[src/rtl/rob_commit_unit_pkg.sv]
// Shared widths, tag encoding and entry layout for the reorder buffer.
package rob_commit_unit_pkg;

    localparam int ROB_DEPTH  = 16;
    localparam int idxWidth   = $clog2(ROB_DEPTH);
    localparam int countWidth = idxWidth + 1;
    localparam int tagWidth   = 5;
    localparam int dataWidth  = 32;
    localparam int addrWidth  = 32;
    localparam int regWidth   = 5;

    localparam logic [tagWidth-1:0]  emptyTag  = 5'b10000;
    localparam logic [addrWidth-1:0] emptyAddr = 32'h0000_0000;
    localparam logic [dataWidth-1:0] emptyData = 32'h0000_0000;

    typedef struct packed {
        logic                 busy;
        logic                 ready;
        logic                 is_store;
        logic [regWidth-1:0]  rd;
        logic [addrWidth-1:0] pc;
        logic [addrWidth-1:0] pred_pc;
        logic [dataWidth-1:0] data;
        logic [addrWidth-1:0] actual_next_pc;
    } rob_entry_t;

    localparam rob_entry_t emptyEntry = rob_entry_t'({$bits(rob_entry_t){1'b0}});

    function automatic logic tag_hits(input logic [tagWidth-1:0] tag,
                                      input logic [idxWidth-1:0] idx);
        return (~tag[tagWidth-1]) && (tag[idxWidth-1:0] == idx);
    endfunction

    function automatic logic [addrWidth-1:0] fall_through(input logic [addrWidth-1:0] pc);
        return pc + 32'd4;
    endfunction

endpackage

[src/rtl/rob_entry_array.sv]
// Reorder-buffer entry storage: allocation, writeback tag matching, retire and flush clear.
module rob_entry_array
    import rob_commit_unit_pkg::*;
(
    input  logic                 i_clk,
    input  logic                 i_rst_n,
    input  logic                 i_en,
    input  logic                 i_clear,
    input  logic                 i_issue_en,
    input  logic [idxWidth-1:0]  i_issue_idx,
    input  logic                 i_issue_store,
    input  logic [regWidth-1:0]  i_issue_rd,
    input  logic [addrWidth-1:0] i_issue_pc,
    input  logic [addrWidth-1:0] i_issue_pred_pc,
    input  logic                 i_wb_en,
    input  logic [tagWidth-1:0]  i_ex_tag,
    input  logic [dataWidth-1:0] i_ex_data,
    input  logic [addrWidth-1:0] i_ex_jump,
    input  logic [tagWidth-1:0]  i_lsb_tag,
    input  logic [dataWidth-1:0] i_lsb_data,
    input  logic                 i_retire_en,
    input  logic [idxWidth-1:0]  i_head_idx,
    output rob_entry_t           o_head_entry
);

    rob_entry_t r_entries [ROB_DEPTH];

    assign o_head_entry = r_entries[i_head_idx];

    // Per-entry update; EX beats LSB on the same tag, allocation is applied last.
    always_ff @(posedge i_clk or negedge i_rst_n) begin
        if (!i_rst_n) begin
            for (int i = 0; i < ROB_DEPTH; i++) begin
                r_entries[i] <= emptyEntry;
            end
        end else if (i_en) begin
            if (i_clear) begin
                for (int i = 0; i < ROB_DEPTH; i++) begin
                    r_entries[i] <= emptyEntry;
                end
            end else begin
                for (int i = 0; i < ROB_DEPTH; i++) begin
                    if (i_wb_en && r_entries[i].busy && tag_hits(i_ex_tag, idxWidth'(i))) begin
                        r_entries[i].ready          <= 1'b1;
                        r_entries[i].data           <= i_ex_data;
                        r_entries[i].actual_next_pc <= (i_ex_jump != emptyAddr) ? i_ex_jump
                                                       : fall_through(r_entries[i].pc);
                    end else if (i_wb_en && r_entries[i].busy && tag_hits(i_lsb_tag, idxWidth'(i))) begin
                        r_entries[i].ready          <= 1'b1;
                        r_entries[i].data           <= i_lsb_data;
                        r_entries[i].actual_next_pc <= fall_through(r_entries[i].pc);
                    end
                    if (i_retire_en && (i_head_idx == idxWidth'(i))) begin
                        r_entries[i].busy  <= 1'b0;
                        r_entries[i].ready <= 1'b0;
                    end
                    if (i_issue_en && (i_issue_idx == idxWidth'(i))) begin
                        r_entries[i] <= '{busy:           1'b1,
                                          ready:          1'b0,
                                          is_store:       i_issue_store,
                                          rd:             i_issue_rd,
                                          pc:             i_issue_pc,
                                          pred_pc:        i_issue_pred_pc,
                                          data:           emptyData,
                                          actual_next_pc: emptyAddr};
                    end
                end
            end
        end
    end

endmodule

[src/rtl/rob_commit_unit.sv]
// Reorder buffer top: in-order allocate, out-of-order completion, in-order retire
// with misprediction detection and full flush at commit.
module rob_commit_unit
    import rob_commit_unit_pkg::*;
(
    input  logic                 clk_in,
    input  logic                 rst_n_in,
    input  logic                 rdy_in,
    input  logic                 issue_valid_in,
    input  logic [regWidth-1:0]  issue_rd_in,
    input  logic [addrWidth-1:0] issue_pc_in,
    input  logic [addrWidth-1:0] issue_pred_pc_in,
    input  logic                 issue_is_store_in,
    output logic [tagWidth-1:0]  issue_tag_out,
    output logic                 rob_full_out,
    input  logic [tagWidth-1:0]  wb_pos_in_rob,
    input  logic [dataWidth-1:0] wb_data,
    input  logic [addrWidth-1:0] pc_to_jump,
    input  logic [tagWidth-1:0]  lsb_wb_tag_in,
    input  logic [dataWidth-1:0] lsb_wb_data_in,
    output logic                 commit_valid_out,
    output logic [tagWidth-1:0]  commit_tag_out,
    output logic [regWidth-1:0]  commit_rd_out,
    output logic [dataWidth-1:0] commit_data_out,
    output logic                 commit_store_out,
    output logic                 flush_out,
    output logic [addrWidth-1:0] redirect_pc_out
);

    logic [idxWidth-1:0]   r_head;
    logic [idxWidth-1:0]   r_tail;
    logic [countWidth-1:0] r_count;
    logic                  r_commit_valid;
    logic [tagWidth-1:0]   r_commit_tag;
    logic [regWidth-1:0]   r_commit_rd;
    logic [dataWidth-1:0]  r_commit_data;
    logic                  r_commit_store;
    logic                  r_flush;
    logic [addrWidth-1:0]  r_redirect_pc;

    rob_entry_t            w_head_entry;
    logic                  w_full;
    logic                  w_commit;
    logic                  w_mispredict;
    logic                  w_issue;
    logic [idxWidth-1:0]   w_head_next;
    logic [idxWidth-1:0]   w_tail_next;
    logic [countWidth-1:0] w_count_next;

    assign w_full = (r_count == countWidth'(ROB_DEPTH));

    rob_entry_array u_entries (
        .i_clk           (clk_in),
        .i_rst_n         (rst_n_in),
        .i_en            (rdy_in),
        .i_clear         (w_mispredict),
        .i_issue_en      (w_issue),
        .i_issue_idx     (r_tail),
        .i_issue_store   (issue_is_store_in),
        .i_issue_rd      (issue_rd_in),
        .i_issue_pc      (issue_pc_in),
        .i_issue_pred_pc (issue_pred_pc_in),
        .i_wb_en         (~r_flush),
        .i_ex_tag        (wb_pos_in_rob),
        .i_ex_data       (wb_data),
        .i_ex_jump       (pc_to_jump),
        .i_lsb_tag       (lsb_wb_tag_in),
        .i_lsb_data      (lsb_wb_data_in),
        .i_retire_en     (w_commit),
        .i_head_idx      (r_head),
        .o_head_entry    (w_head_entry)
    );

    // Commit/issue decisions and pointer/occupancy next state; the cycle after a flush is dead.
    always_comb begin
        w_commit     = 1'b0;
        w_mispredict = 1'b0;
        w_issue      = 1'b0;
        w_head_next  = r_head;
        w_tail_next  = r_tail;
        w_count_next = r_count;
        if (rdy_in) begin
            w_commit     = w_head_entry.busy & w_head_entry.ready;
            w_mispredict = w_commit & (w_head_entry.actual_next_pc != w_head_entry.pred_pc);
            w_issue      = issue_valid_in & ~w_full & ~r_flush;
        end else begin
            w_commit = 1'b0;
        end
        if (w_mispredict) begin
            w_head_next  = {idxWidth{1'b0}};
            w_tail_next  = {idxWidth{1'b0}};
            w_count_next = {countWidth{1'b0}};
        end else begin
            if (w_commit) begin
                w_head_next = r_head + idxWidth'(1'b1);
            end else begin
                w_head_next = r_head;
            end
            if (w_issue) begin
                w_tail_next = r_tail + idxWidth'(1'b1);
            end else begin
                w_tail_next = r_tail;
            end
            case ({w_issue, w_commit})
                2'b10:   w_count_next = r_count + countWidth'(1'b1);
                2'b01:   w_count_next = r_count - countWidth'(1'b1);
                default: w_count_next = r_count;
            endcase
        end
    end

    // Pointer state and registered retire/flush buses.
    always_ff @(posedge clk_in or negedge rst_n_in) begin
        if (!rst_n_in) begin
            r_head         <= {idxWidth{1'b0}};
            r_tail         <= {idxWidth{1'b0}};
            r_count        <= {countWidth{1'b0}};
            r_commit_valid <= 1'b0;
            r_commit_tag   <= {tagWidth{1'b0}};
            r_commit_rd    <= {regWidth{1'b0}};
            r_commit_data  <= emptyData;
            r_commit_store <= 1'b0;
            r_flush        <= 1'b0;
            r_redirect_pc  <= emptyAddr;
        end else if (!rdy_in) begin
            r_commit_valid <= 1'b0;
            r_flush        <= 1'b0;
        end else begin
            r_head         <= w_head_next;
            r_tail         <= w_tail_next;
            r_count        <= w_count_next;
            r_commit_valid <= w_commit;
            r_flush        <= w_mispredict;
            if (w_commit) begin
                r_commit_tag   <= tagWidth'(r_head);
                r_commit_rd    <= w_head_entry.is_store ? {regWidth{1'b0}} : w_head_entry.rd;
                r_commit_data  <= w_head_entry.data;
                r_commit_store <= w_head_entry.is_store;
            end
            if (w_mispredict) begin
                r_redirect_pc <= w_head_entry.actual_next_pc;
            end
        end
    end

    assign issue_tag_out    = tagWidth'(r_tail);
    assign rob_full_out     = w_full;
    assign commit_valid_out = r_commit_valid;
    assign commit_tag_out   = r_commit_tag;
    assign commit_rd_out    = r_commit_rd;
    assign commit_data_out  = r_commit_data;
    assign commit_store_out = r_commit_store;
    assign flush_out        = r_flush;
    assign redirect_pc_out  = r_redirect_pc;

endmodule

[config.mk]
export PLATFORM = sky130hd
export DESIGN_NAME = rob_commit_unit
export DESIGN_NICKNAME = d
export VERILOG_FILES = /design/src/rtl/rob_commit_unit_pkg.sv /design/src/rtl/rob_entry_array.sv /design/src/rtl/rob_commit_unit.sv
export SDC_FILE = /design/constraint.sdc
export NUM_CORES = 2
export LEC_CHECK = 0
export BUFFER_PORTS_ARGS = -buffer_cell sky130_fd_sc_hd__buf_2
export CORE_AREA = 2 2 596 598
export DETAILED_ROUTE_END_ITERATION = 6
export DIE_AREA = 0 0 598 600
export HOLD_SLACK_MARGIN = 0.1
export PLACE_DENSITY = 0.61
export SLEW_MARGIN = 10
export SYNTH_ARGS = -nofsm -noshare
export SYNTH_HDL_FRONTEND = slang
export SYNTH_SLANG_ARGS = --single-unit
[constraint.sdc]
create_clock -name clk_in -period 3.4 [get_ports clk_in]
set_input_delay 0.68 -clock clk_in [delete_from_list [all_inputs] [get_ports clk_in]]
set_output_delay 0.68 -clock clk_in [all_outputs]
set_load 0.03 [all_outputs]
Yosys cells after proc, flatten, opt, wreduce, memory -nomap -nowiden --
Cells that the tools add are included.
Cells by class: multiplexer cells 128, $lt $le $gt $ge 1, bitwise logic cells 9, reduce and logical (&&, ||, !) cells 253, add/subtract/negate cells 20, equal/unequal tests 64
Operators by type and width (number):
- $mux 136 | 18
- $mux 2176 | 1
- $mux 64 | 32
- $bmux 136 s4 | 1
- $add 32x3->32 const B | 16
- $mux 32 | 16
- $reduce_and 2->1 | 69
- $eq 4x4->1 const B | 32
- $logic_and 1x1->1 | 112
- $reduce_bool 5->1 | 16
- $eq 4x3->1 const B | 16
- $reduce_bool 4->1 | 16
- $reduce_bool 3->1 | 17
- $mux 1 | 37
- $reduce_bool 2->1 | 18
- $eq 4x2->1 const B | 8
- $mux 2 | 16
- $ne 32x32->1 | 1
- $reduce_bool 32->1 | 1
- $eq 4x1->1 const B | 4
- $logic_not 4->1 | 4
- $mux 4 | 4
- $mux 5 | 2
- $pmux 5 s2 | 1
- 10 further kinds | 17
Storage, ports and cells: input port bits 180, word-level logic and storage cells 613, register bits 2265

Logic depth before layout (Yosys ltp) --
depth after elaboration 10, mapped depth 20, depth with buffers taken out 16

Hierarchy --
Synthesis repeated with hierarchy kept, for this count alone.
Second synthesis, totals: cell total of the unflattened synthesis 10213, area total of the unflattened synthesis 117861.8 µm²
By module, submodules not included:
- rob_entry_array | sequential area each 54452.2 µm², area an instance 113890.5 µm², times used 1, cells an instance 9835
- rob_commit_unit | sequential area each 2227.1 µm², area an instance 3971.3 µm², times used 1, cells an instance 378

Worst setup path after synthesis --
OpenSTA, ideal clock, no wires.
path type register to register, from reg r_head[0], to reg r_count[4], path buffers 4, required time 3.279 ns, period minus slack after synthesis 3.510 ns, setup time 0.121 ns, slack -0.110 ns, arrival 3.389 ns, stages on the path, launching flop included 18, cells stage by stage dfrtp_1 buf_2 buf_2 buf_2 o21ai_0 mux4_2 nand3b_1 and2_1 buf_2 inv_1 ha_1 ha_1 a21o_1 a21oi_1 xnor2_1 nand2_1 xor2_1 nor2_1
On the way: word-level cells in the longest chain between the ends 9, elaborated cells between the ends (all ways) 15, those cells by class eq/ne (3); mux (7); bitwise (3); reduce/logical (2)
RTL lines:
- start: declaration | line rob_commit_unit.sv:30 | logic [idxWidth-1:0] r_head;
- start signal: assignment | line rob_commit_unit.sv:115 | r_head <= {idxWidth{1'b0}};
- start signal: assignment | line rob_commit_unit.sv:129 | r_head <= w_head_next;
- $not 4->5 (not written as such) (*) | line rob_entry_array.sv:28 | assign o_head_entry = r_entries[i_head_idx];
- $bmux 136 s4 (*) | line rob_entry_array.sv:28
- $mux 136 (not written as such) (*) (2 in series) | line rob_entry_array.sv:28
- $ne 32x32->1 / $and 1x1->1 (equally long branches) | line rob_commit_unit.sv:84, rob_commit_unit.sv:83
- $and 1x1->1 / $mux 1 (equally long branches) | line rob_commit_unit.sv:84, rob_commit_unit.sv:82
- $mux 1, or another cell as far along | line rob_commit_unit.sv:82 | if (rdy_in) begin
- $reduce_bool 3->1 (no source line) / $pmux 5 s2 (equally long branches)
- $reduce_and 2->1 (no source line) / $mux 5 (equally long branches)
- end signal: assignment | line rob_commit_unit.sv:117 | r_count <= {countWidth{1'b0}};
- end signal: assignment | line rob_commit_unit.sv:131 | r_count <= w_count_next;
- end: declaration | line rob_commit_unit.sv:32 | logic [countWidth-1:0] r_count;
Mark *: on every way between the ends. The rest lies on a longest branch, timed or not. The select of a mux whose other input is x is not followed. A chain may end at the register's enable or synchronous reset.

Worst setup path in the final report --
from reg r_head[0], to reg u_entries.r_entries[440] (netlist name)
On the way: word-level cells in the longest chain between the ends 9, elaborated cells between the ends (all ways) 11, those cells by class eq/ne (1); mux (5); bitwise (3); reduce/logical (2)
RTL lines:
- $not 4->5 (not written as such) (*) | line rob_entry_array.sv:28
- $bmux 136 s4 (*) | line rob_entry_array.sv:28
- $mux 136 (not written as such) (*) (2 in series) | line rob_entry_array.sv:28
- $ne 32x32->1 / $and 1x1->1 (equally long branches) | line rob_commit_unit.sv:84, rob_commit_unit.sv:83
- $and 1x1->1 (*) | line rob_commit_unit.sv:84 | w_mispredict = w_commit & (w_head_entry.actual_next_pc != w_head_entry.pred_pc);
- $mux 1 (*) | line rob_commit_unit.sv:82
- $reduce_bool 4->1 (no source line)
- $reduce_and 2->1 (no source line)
- end signal: indexed assignment | line rob_entry_array.sv:34 | r_entries[i] <= emptyEntry;
- end signal: indexed assignment | line rob_entry_array.sv:39 | r_entries[i] <= emptyEntry;
- end signal: indexed assignment | line rob_entry_array.sv:58 | r_entries[i] <= '{busy: 1'b1,
- end: declaration | line rob_entry_array.sv:26 | rob_entry_t r_entries [ROB_DEPTH];
Marked as above.

==> flow_summary.ini <==
[timing]
hold_viol_final = 0
max_freq_mhz = 234.7
finalMaxSlewViolations = 0
max_slew_margin = 0.09301
post_route_clock_period_utilization = 1.253
worst_pin_slew_ns = 1.355
setup_viol = 2222
setup_repair_after_global_routing_missed_its_margin = true
period_minus_slack_ns = 4.261
fin_ws_ns = -0.8606
clock-skew-final_ns = 0.1124

[cts]
worstSkewPairLatency_ns = 0.93
cts_max_path_buffers = 4
ctsHtreeMaxLevel = 5
cts_tree = done
cts_buf_count = 265
cts_root_buffer = clkbuf_16
cts.sinks = 2265
clk_transition_reported_paths_ns = 0.06

[cells_and_area]
synthToLayoutAreaGrowth_pct = 19.77
finalCoreUtilization = 0.4180
share_of_post_route_cells_with_drive_strength_above_1 = 0.1878
multi_input_gate_area_in_the_final_layout_sq_um = 61290
fillers = 33930
layout.nets = 13940
layout.cells.most_common_list = 2486 x nand2_1, 2261 x dfrtp_1, 2104 x a21oi_1
ff_latch_area_sq_um = 56690
mostFrequentLayoutCell = nand2_1

[global_routing]
pin_count_of_the_biggest_net_entering_global_routing = 128
first_global_vias = 105900
grt_usage = 0.2761
grt_antenna_before_repair = 58
globalRoute.totalOverflow = 0
global_route_wire_length_before_repair_mm = 740.0

[worst_setup_path]
slowest_delay_ns = 0.51
worst-setup-path-type = register to register
critPathMostFrequentCell = buf_12
dominant_delay_contributor_by_cell_family_on_the_critical_path = buffers and inverters
crit_required_ns = 4.18
worst-endpoint-arrival_ns = 5.04
cp_max_fo = 32
crit_path_top_delay_cell = mux4_2
cp.buffers_inverters = 8
worst_setup_path_end_kind = register
worstPathCellList = buf_12, buf_12, buf_8, mux4_2, a22oi_2, buf_6, nand2_1, buf_4, xor2_1, nor4_2, buf_4, nand2_2, o31a_4, buf_12, buf_16, a2111oi_0
launching_element_type_of_the_critical_path = register

[yosys]
yosysUniqueCellTypes = 56
synth-seq-cells = 2265
post_synth_instance_area_sq_um = 122800
synth_warnings = 0
synth_async_sr_flop_share = 1.000
number_of_synthesized_flops_with_an_enable_pin = 0
synth-seq-area-share = 0.4616
synthFlopType = dfrtp_1
number_of_cells_produced_by_synthesis = 13480
post_synth.cell_area_avg_sq_um = 9.110

[placed_design]
final_gp_congestion = 0.9371
pre_cts_ws_ns = -1.060
io_buffer_count = 260
detailedPlacementHpwl_mm = 320.2

[floorplanning]
core_region_area_sq_um = 351900
fp.dieH_um = 600
std_cell_rows = 218
ios = 263
floorplan.initialDensity = 0.3490
dieWidth_um = 598
die-area_sq_um = 358800

[routing]
wirelength_mm = 508.6
vias = 110600
drt.antenna.violating_nets = 0
vias_per_cell = 5.946
wire_per_inst_um = 27.33
detail_route.drc_violations = 1
drt-pass1-iter-count = 7
drt-initial-drc-count = 14560

[pwr]
p_leak_nw = 61.00
powerDensity_nw_per_um2 = 658.1
vdd_drop_max_v = 0.0004613

[status]
failed_checks = DRC, setup timing
outcome = complete, but fails checks

[worst_hold_path]
hold_path_class = primary input to register

[run]
cap_violations = 0
## metal layers
metal,vias to the layer above,track usage,part of all wire
met2,6173,0.4211,0.44
met4,24,0.1790,0.073
li1,47620,-,-
met5,-,0,0.00030
met3,1437,0.06045,0.099
met1,55380,0.3543,0.38
## repair_timing
item / in CTS / in global routing
setup buffers: 19 / 24
cloned: 13 / 7
resized for setup: 119 / 163
setup endpoints to repair: 2222 / 2257
hold buffers: 1 / 0
pin swaps: 8 / 6
hold endpoints to repair: 25 / 0
## tightest hold or removal path: cells and delay by family
| kind | cells | cell delay, ns |
|---|---|---|
| buffers and inverters | 2 | 0.24 |
| and+or+nand+nor | 2 | 0.14 |
## power by group
group / internal, W / switching [W] / total (W)
registers: 0.0337 / 0.00543 / 0.0392
clock network: 0.0171 / 0.0122 / 0.0294
logic: 0.0127 / 0.0156 / 0.0283
## cells by family after synthesis
| group | synth area share |
|---|---|
| XOR/XNOR | 0.03488 |
| AO/OA/AOI/OAI | 0.1327 |
| other | 0.00003054 |
| buffers and inverters | 0.05074 |
| multiplexers | 0.1301 |
| AND/OR/NAND/NOR | 0.1869 |
| adder cells (fa/ha/maj) | 0.003016 |
| flip-flops | 0.4616 |
## state kept, by name, summed over array words and instances (netlist names)
signal and cells:
commit_store_out 1, flush_out 1, u_entries.r_entries 2176, commit_data_out 32, commit_valid_out 1, r_count 5, redirect_pc_out 32, commit_tag_out 4
commit_rd_out 5, r_head 4, r_tail 4
## synthesized netlist by cell type (13+ instances only)
| cell | number | share of area |
|---|---|---|
| ha_1 | 28 | 0.0029 |
| a221o_1 | 14 | 0.0011 |
| nor3_2 | 62 | 0.0051 |
| nor3_1 | 949 | 0.039 |
| o21ai_0 | 67 | 0.0027 |
| a211oi_1 | 452 | 0.028 |
| nand3_1 | 222 | 0.0090 |
| clkbuf_1 | 1044 | 0.032 |
| buf_4 | 13 | 0.00079 |
| buf_1 | 142 | 0.0043 |
| a22oi_1 | 129 | 0.0079 |
| inv_1 | 65 | 0.0020 |
| mux2i_1 | 519 | 0.042 |
| and2_1 | 82 | 0.0042 |
| xnor2_1 | 236 | 0.017 |
| dfrtp_1 | 2265 | 0.46 |
| nand4_1 | 107 | 0.0055 |
| and3_1 | 92 | 0.0047 |
| and4_1 | 39 | 0.0028 |
| nor2b_1 | 15 | 0.00076 |
| buf_2 | 160 | 0.0065 |
| nor4_1 | 45 | 0.0023 |
| mux2_2 | 61 | 0.0056 |
| nor2_1 | 1141 | 0.035 |
| a2111oi_0 | 62 | 0.0044 |
| nand2_1 | 2516 | 0.077 |
| a21oi_1 | 2111 | 0.086 |
| mux4_2 | 446 | 0.082 |
| buf_6 | 56 | 0.0051 |
| xor2_1 | 253 | 0.018 |
## worst paths after layout
kind / startpoint / end / slack, ns / depth (start not counted)
max in group asynchronous: rst_n_in / u_entries.r_entries[260]$_DFFE_PN0P_ / 1.54 / 3
max: r_head[0]$_DFFE_PN0P_ / u_entries.r_entries[440]$_DFFE_PN0P_ / -0.86 / 16
max reg2reg: r_head[0]$_DFFE_PN0P_ / u_entries.r_entries[440]$_DFFE_PN0P_ / -0.86 / 16
min in group asynchronous: rst_n_in / u_entries.r_entries[1403]$_DFFE_PN0P_ / 0.26 / 2
min: rdy_in / commit_tag_out[2]$_DFFE_PN0P_ / 0.19 / 4
min reg2reg: commit_rd_out[3]$_DFFE_PN0P_ / commit_rd_out[3]$_DFFE_PN0P_ / 0.47 / 2
## metrics by stage
stage,hold WS (ns),setup TNS [ns],total power [W],cell area (sq um),cells
2_1_floorplan,0.3844,0,0.05492,122800,13480
3_3_place_gp,0.4607,-1824.19,0.06482,136100,18020
3_5_place_dp,0.4649,-1864.71,0.06546,136100,18020
4_1_cts,0.1528,-1335.35,0.09571,145900,18510
5_1_grt,0.2142,-1584.19,0.1010,147000,18590
6_report,0.1870,-1471.96,0.09679,147100,18610
## area by class of cell
| class | count | share of cell area |
|---|---|---|
| Inverter | 65 | 0.001659 |
| Multi-Input combinational cell | 9733 | 0.4168 |
| Clock inverter | 66 | 0.005105 |
| Tap cell | 4620 | 0.03931 |
| Antenna cell | 64 | 0.001089 |
| Timing Repair Buffer | 1399 | 0.09664 |
| Sequential cell | 2265 | 0.3855 |
| Clock buffer | 394 | 0.05392 |
(Power assumes the default switching activity.)
